==> config.mk <==
export PLATFORM = sky130hd
export DESIGN_NAME = bitwise_serial_unit_flat
export DESIGN_NICKNAME = d
export VERILOG_FILES = /design/src/rtl/bitwise_serial_unit_if.sv /design/src/rtl/bitwise_serial_unit.sv /design/src/flat_wrapper.sv
export SDC_FILE = /design/constraint.sdc
export NUM_CORES = 1
export LEC_CHECK = 0
export BUFFER_PORTS_ARGS = -buffer_cell sky130_fd_sc_hd__buf_2
export CAP_MARGIN = 5
export CORE_MARGIN = 2
export CORE_UTILIZATION = 30
export CTS_CLUSTER_SIZE = 30
export DETAILED_ROUTE_END_ITERATION = 16
export PLACE_DENSITY = 0.57
export REMOVE_ABC_BUFFERS = 1
export SETUP_SLACK_MARGIN = 0.1
export SLEW_MARGIN = 20
export SYNTH_ARGS = -nofsm -noshare
export SYNTH_HDL_FRONTEND = slang
export SYNTH_SLANG_ARGS = --single-unit
==> constraint.sdc <==
create_clock -name clk -period 7.2 [get_ports clk]
set_input_delay 0.72 -clock clk [delete_from_list [all_inputs] [get_ports clk]]
set_output_delay 0.72 -clock clk [all_outputs]
set_load 0.01 [all_outputs]
==> src/rtl/bitwise_serial_unit_if.sv <==
// Operand/result handshake bundle for bitwise_serial_unit.
// master = sequencer side, slave = the serial unit.
// BWSU_SIGNED_EN adds the sgn (two's-complement compare) request bit.
interface bitwise_serial_unit_if #(parameter int WIDTH = 16);
   logic             in_valid;
   logic             in_ready;
   logic [1:0]       op;
   logic [WIDTH-1:0] a;
   logic [WIDTH-1:0] b;
   logic             out_valid;
   logic             out_ready;
   logic [WIDTH-1:0] q;
   logic             flag;
`ifdef BWSU_SIGNED_EN
   logic             sgn;

   modport master (output in_valid, op, a, b, sgn, out_ready,
                   input  in_ready, out_valid, q, flag);
   modport slave  (input  in_valid, op, a, b, sgn, out_ready,
                   output in_ready, out_valid, q, flag);
`else
   modport master (output in_valid, op, a, b, out_ready,
                   input  in_ready, out_valid, q, flag);
   modport slave  (input  in_valid, op, a, b, out_ready,
                   output in_ready, out_valid, q, flag);
`endif
endinterface

==> src/rtl/bitwise_serial_unit.sv <==
// Serial bitwise / compare unit: WIDTH-bit operands are processed SLICE bits
// per clock, LSB slice first, with the ne/gt compare chains carried across
// cycles in flag registers.
// Optional: define BWSU_SIGNED_EN to add the sgn input (two's-complement a > b).
module bitwise_serial_unit #(
   parameter int WIDTH = 16,
   parameter int SLICE = 4
) (
   input logic                 clk,
   input logic                 rst,
   bitwise_serial_unit_if.slave bus
);
   localparam int N  = WIDTH / SLICE;
   localparam int CW = (N > 1) ? $clog2(N) : 1;

   generate
      if (WIDTH % SLICE != 0) begin : g_bad_slice
         $error("bitwise_serial_unit: WIDTH must be a multiple of SLICE");
      end
   endgenerate

   typedef enum logic [1:0] {IDLE, RUN, DONE} state_t;

   state_t           state, state_nx;
   logic             in_ready, out_valid, accept, last, signed_msb;
   logic [CW-1:0]    count;
   logic [1:0]       op_r;
   logic [WIDTH-1:0] a_r, b_r, q_r, q_nx;
   logic             ne, gt, flag_r;
   logic             ne_nx, gt_nx, raw_nx, flag_nx;
   logic [SLICE-1:0] a_sl, b_sl, q_sl;
   int               sh;
`ifdef BWSU_SIGNED_EN
   logic             sgn_r;
`endif

   assign accept        = bus.in_valid & in_ready;
   assign last          = (count == CW'(N - 1));
   assign bus.in_ready  = in_ready;
   assign bus.out_valid = out_valid;
   assign bus.q         = q_r;
   assign bus.flag      = flag_r;

`ifdef BWSU_SIGNED_EN
   // Signed compare only reinterprets the very top bit of the operand.
   assign signed_msb = sgn_r & op_r[1] & last;
`else
   assign signed_msb = 1'b0;
`endif

   // State register
   always_ff @(posedge clk) begin
      if (rst) state <= IDLE;
      else     state <= state_nx;
   end

   // Next state and handshake outputs
   always_comb begin
      state_nx  = state;
      in_ready  = 1'b0;
      out_valid = 1'b0;
      case (state)
         IDLE: begin
            in_ready = 1'b1;
            if (bus.in_valid) state_nx = RUN;
         end
         RUN: begin
            if (last) state_nx = DONE;
         end
         DONE: begin
            out_valid = 1'b1;
            if (bus.out_ready) state_nx = IDLE;
         end
         default: state_nx = IDLE;
      endcase
   end

   // Current slice: bitwise result and compare chains, LSB to MSB
   always_comb begin
      sh    = int'(count) * SLICE;
      a_sl  = SLICE'(a_r >> sh);
      b_sl  = SLICE'(b_r >> sh);
      ne_nx = ne;
      gt_nx = gt;
      for (int i = 0; i < SLICE; i++) begin
         ne_nx = ne_nx | (a_sl[i] ^ b_sl[i]);
         if (signed_msb && i == SLICE - 1)
            gt_nx = (~a_sl[i] & b_sl[i]) | (~(a_sl[i] ^ b_sl[i]) & gt_nx);
         else
            gt_nx = (a_sl[i] & ~b_sl[i]) | (~(a_sl[i] ^ b_sl[i]) & gt_nx);
      end
      case (op_r)
         2'b00:   q_sl = '0;
         2'b01:   q_sl = a_sl ^ b_sl;
         2'b10:   q_sl = a_sl & b_sl;
         default: q_sl = a_sl | b_sl;
      endcase
      q_nx    = (q_r & ~(WIDTH'({SLICE{1'b1}}) << sh)) | (WIDTH'(q_sl) << sh);
      raw_nx  = op_r[1] ? gt_nx : ne_nx;
      flag_nx = op_r[0] ? ~raw_nx : raw_nx;
   end

   // Operand latch on accept; q/flag/chains advance only while running
   always_ff @(posedge clk) begin
      if (rst) begin
         count  <= '0;
         op_r   <= 2'b00;
         a_r    <= '0;
         b_r    <= '0;
         q_r    <= '0;
         ne     <= 1'b0;
         gt     <= 1'b0;
         flag_r <= 1'b0;
`ifdef BWSU_SIGNED_EN
         sgn_r  <= 1'b0;
`endif
      end else if (accept) begin
         count  <= '0;
         op_r   <= bus.op;
         a_r    <= bus.a;
         b_r    <= bus.b;
         ne     <= 1'b0;
         gt     <= 1'b0;
`ifdef BWSU_SIGNED_EN
         sgn_r  <= bus.sgn;
`endif
      end else if (state == RUN) begin
         q_r    <= q_nx;
         ne     <= ne_nx;
         gt     <= gt_nx;
         flag_r <= flag_nx;
         count  <= count + 1'b1;
      end
   end
endmodule

==> src/flat_wrapper.sv <==
// flat-port wrapper written by rule: the top's interface ports become plain ports
module bitwise_serial_unit_flat 
#(
   parameter int WIDTH = 16,
   parameter int SLICE = 4
)
  (clk, rst, bus_in_valid, bus_op, bus_a, bus_b, bus_out_ready, bus_in_ready, bus_out_valid, bus_q, bus_flag);
  bitwise_serial_unit_if #(.WIDTH(WIDTH)) bus_i ();
  input logic clk;
  input logic rst;
  input wire logic [$bits(bus_i.in_valid)-1:0] bus_in_valid;
  input wire logic [$bits(bus_i.op)-1:0] bus_op;
  input wire logic [$bits(bus_i.a)-1:0] bus_a;
  input wire logic [$bits(bus_i.b)-1:0] bus_b;
  input wire logic [$bits(bus_i.out_ready)-1:0] bus_out_ready;
  output wire logic [$bits(bus_i.in_ready)-1:0] bus_in_ready;
  output wire logic [$bits(bus_i.out_valid)-1:0] bus_out_valid;
  output wire logic [$bits(bus_i.q)-1:0] bus_q;
  output wire logic [$bits(bus_i.flag)-1:0] bus_flag;
  assign bus_i.in_valid = bus_in_valid;
  assign bus_i.op = bus_op;
  assign bus_i.a = bus_a;
  assign bus_i.b = bus_b;
  assign bus_i.out_ready = bus_out_ready;
  assign bus_in_ready = bus_i.in_ready;
  assign bus_out_valid = bus_i.out_valid;
  assign bus_q = bus_i.q;
  assign bus_flag = bus_i.flag;
  bitwise_serial_unit #(.WIDTH(WIDTH), .SLICE(SLICE)) u_core (.clk(clk), .rst(rst), .bus(bus_i));
endmodule
==> impl_metrics.yaml <==
status:
  status: "completed"
floorplanning:
  initial_utilization: 0.3127
  coreArea_mm2: 0.008299
  die_x_um: 97.01
  die_y_um: 97.01
  rows: 33
  die-area_mm2: 0.009410
  io_pins: 57
hold_path:
  hold_class: "reg -> reg"
  min_delay_path_depth: 2
  min_from: "u_core.a_r[11]$_SDFFE_PP0P_"
  holdPathEnd: "u_core.a_r[11]$_SDFFE_PP0P_"
clock_tree:
  clock_latency_ps: 340
  cts_tree: "done"
  clk_path_buf_depth: 2
  postCtsHoldBufs: 0
  numCtsBuffers: 9
  cts_root_buf: "clkbuf_8"
  post_cts_resized: 0
  cts_setup_buffers: 0
  clkSinkCount: 57
  htreeDepth: 3
  cts.clk_slew.worst_paths_ps: 60
worst_setup_path:
  required_ps: 7420
  r2r_end: "u_core.bus.flag$_SDFFE_PP0P_"
  worst-endpoint-arrival_ps: 3120
  worst_setup_path_end_kind: "register"
  rr_startpoint: "u_core.count[0]$_SDFFE_PP0N_"
  crit_family: "flip-flops"
  r2r_slack_ps: 4290
  cp.depth: 8
  r2r_cells: 8
  crit_chain: "mux4_2, inv_1, ha_1, nand2b_1, a221oi_1, o21bai_1, a311oi_1, a211oi_2"
  cp_num_buf_inv: 1
  cp-startpoint: "u_core.count[0]$_SDFFE_PP0N_"
  slowest_delay_ps: 850
  critPathMaxFanout: 14
  cp_slowest_cell: "dfxtp_1"
  worstSetupPathType: "reg -> reg"
  startpoint_type: "register"
detailed_routing:
  post_drt_via_cell_ratio: 4.749
  final_antenna_net_count: 0
  routed_wl_mm: 5.714
  drc: 0
  dr.pass1.iters: 4
  avgRoutedWirePerCell_um: 12.48
  vias: 2175
  drtIter0Drc: 131
global_route:
  grt-ovfl-total: 0
  antenna_found_initial: 0
  grt_pass1_wl_mm: 9.936
  grt_max_degree: 57
  grt_pass1_vias: 2155
  grt_usage: 0.1304
finish:
  syn_to_final_growth_pct: 19.24
  n_fill_cell: 877
  n_antenna_cell: 0
  final_cells: 458
  nets: 404
  drive_above_1_share: 0.2408
power_and_ir_drop:
  switching_power_uw: 170.8
  cellLeakagePower_nw: 1.267
  p_int_uw: 507.0
  switching_share: 0.2520
  p_seq_frac: 0.504
  p_comb_frac: 0.124
  ir_drop_mv: 0.08399
  powerDensity_mw_per_mm2: 219.1
  p_clk_frac: 0.372
run:
  cap_violations: 0
timing:
  slew_headroom: 0.3452
  finClkSkew_ps: 3.419
  slew_viol_final: 0
  min_period_ps: 2906
  fin_crit_sh: 0.4036
  setup_viol: 0
  tns_ps: 0
  tightest_slew_ps: 982.2
  rsz0062_at_grt: "no"
  final_hold_viol_count: 0
  clock.fmax_mhz: 344.1
placed_design:
  io_buffers: 56
  dp_hpwl_mm: 4.014
  dp_cells: 444
  gp_congestion: 0.8074
synth:
  yosysWarningCount: 0
  netlist_area_mm2: 0.002595
  synth_cell_types: 29
  syn_avg_cell_area_um2: 8.650
  synth_seq_cells: 57
  syn_inst: 300
  seq_area_frac_synth: 0.4397
flip-flops by register name, indices dropped and copies added (netlist names), 2 cells and up:
register      count
u_core.bus.q     16
u_core.a_r       16
u_core.op_r       2
u_core.state      2
u_core.b_r       16
u_core.count      2
layout by cell type, fill, tap and decap left out, drive strengths merged:
cell type	instances
and2	1
nor2b	3
mux4	8
clkbuf	14
o21bai	2
a211oi	1
o21ai	2
a31oi	1
or4	1
a221oi	1
inv	14
mux2i	2
nand2	74
nor2	26
dfxtp	57
a22o	4
buf	57
xnor2	1
nor3	8
a22oi	16
nand2b	3
ha	16
a311oi	1
a31o	1
a21oi	39
synth_stat cells:
cell type | n | area, um2
a221oi_1 | 1 | 8.760
a211oi_2 | 1 | 12.51
o21bai_1 | 2 | 15.01
inv_1 | 12 | 45.04
dfxtp_1 | 57 | 1141
a31o_1 | 1 | 8.760
and2_1 | 1 | 6.260
nor3_1 | 5 | 25.02
or4_4 | 1 | 11.26
clkbuf_1 | 8 | 30.03
nand2b_1 | 3 | 18.77
mux2i_1 | 2 | 20.02
a31oi_1 | 1 | 6.260
inv_2 | 2 | 7.510
nor2_1 | 26 | 97.59
ha_1 | 16 | 200.2
a21oi_1 | 39 | 195.2
a311oi_1 | 1 | 8.760
a22oi_1 | 16 | 120.1
o21ai_1 | 2 | 10.01
xnor2_1 | 1 | 8.760
mux4_2 | 8 | 180.2
buf_2 | 8 | 40.04
nor3_2 | 3 | 30.03
a22o_2 | 1 | 10.01
nor2b_1 | 3 | 18.77
buf_4 | 2 | 15.01
a22o_1 | 3 | 26.28
nand2_1 | 74 | 277.8
how the worst max path moves through the flow:
stage,slack [ps],to
4_1_cts,4230,u_core.bus.flag$_SDFFE_PP0P_
3_5_place_dp,4240,u_core.bus.flag$_SDFFE_PP0P_
2_1_floorplan,4580,u_core.bus.flag$_SDFFE_PP0P_
5_1_grt,4080,u_core.bus.flag$_SDFFE_PP0P_
6_report,4290,u_core.bus.flag$_SDFFE_PP0P_
3_3_place_gp,4380,u_core.bus.flag$_SDFFE_PP0P_
area by class of cell:
type	count	area, um2	area share
Clock buffer	14	162.7	0.05257
Inverter	14	52.55	0.01698
Multi-Input combinational cell	211	1319	0.4262
Sequential cell	57	1141	0.3688
Tap cell	105	131.4	0.04246
Timing Repair Buffer	57	287.8	0.09300
worst min-delay path: cells and delay by family (launching register included):
family	cells	cell delay, ps
flip-flops	1	300
AND/OR/NAND/NOR	1	50
AO/OA/AOI/OAI	1	50
kinds of logic after synthesis:
group                      count (synthesis)  synth area share
xor gates and xnor gates                   1          0.003376
adders and majority gates                 16           0.07714
buffers and inverters                     32           0.05304
muxes                                     10           0.07714
and+or+nand+nor                          116            0.1871
AOI/OAI and AO/OA                         68            0.1625
DFF                                       57            0.4397
power by group through the flow:
stage          Clock [mW]  Combinational (mW)  Sequential, mW
2_1_floorplan           0              0.0553           0.345
3_3_place_gp            0              0.0824           0.349
3_5_place_dp            0              0.0851           0.349
4_1_cts             0.262              0.0857           0.342
5_1_grt             0.274              0.0967           0.344
6_report            0.252              0.0839           0.342
metal layers:
layer | share of wire | wire [um] | vias to the layer above | global-route usage
li1 | - | - | 1115 | -
met1 | 0.46 | 2649 | 995 | 0.1532
met2 | 0.46 | 2638 | 55 | 0.2158
met3 | 0.054 | 308 | 10 | 0.04335
met4 | 0.021 | 118 | 0 | 0.05850
met5 | 0 | 0 | - | 0
metrics by stage:
| stage | cell area, um2 | power [mW] | util | setup WS (ps) | hold slack, ps |
|---|---|---|---|---|---|
| floorplan | 2510 | 0.4004 | - | 4576 | 427.1 |
| global placement | 2929 | 0.4309 | 0.3529 | 4385 | 444.4 |
| detailed placement | 2929 | 0.4338 | 0.3529 | 4241 | 446.7 |
| CTS | 3092 | 0.6893 | 0.3725 | 4230 | 454.8 |
| global route | 3094 | 0.7146 | 0.3728 | 4080 | 476.6 |
| finish | 3094 | 0.6778 | 0.3728 | 4294 | 450.7 |
Power figures use the tool's default switching activity.
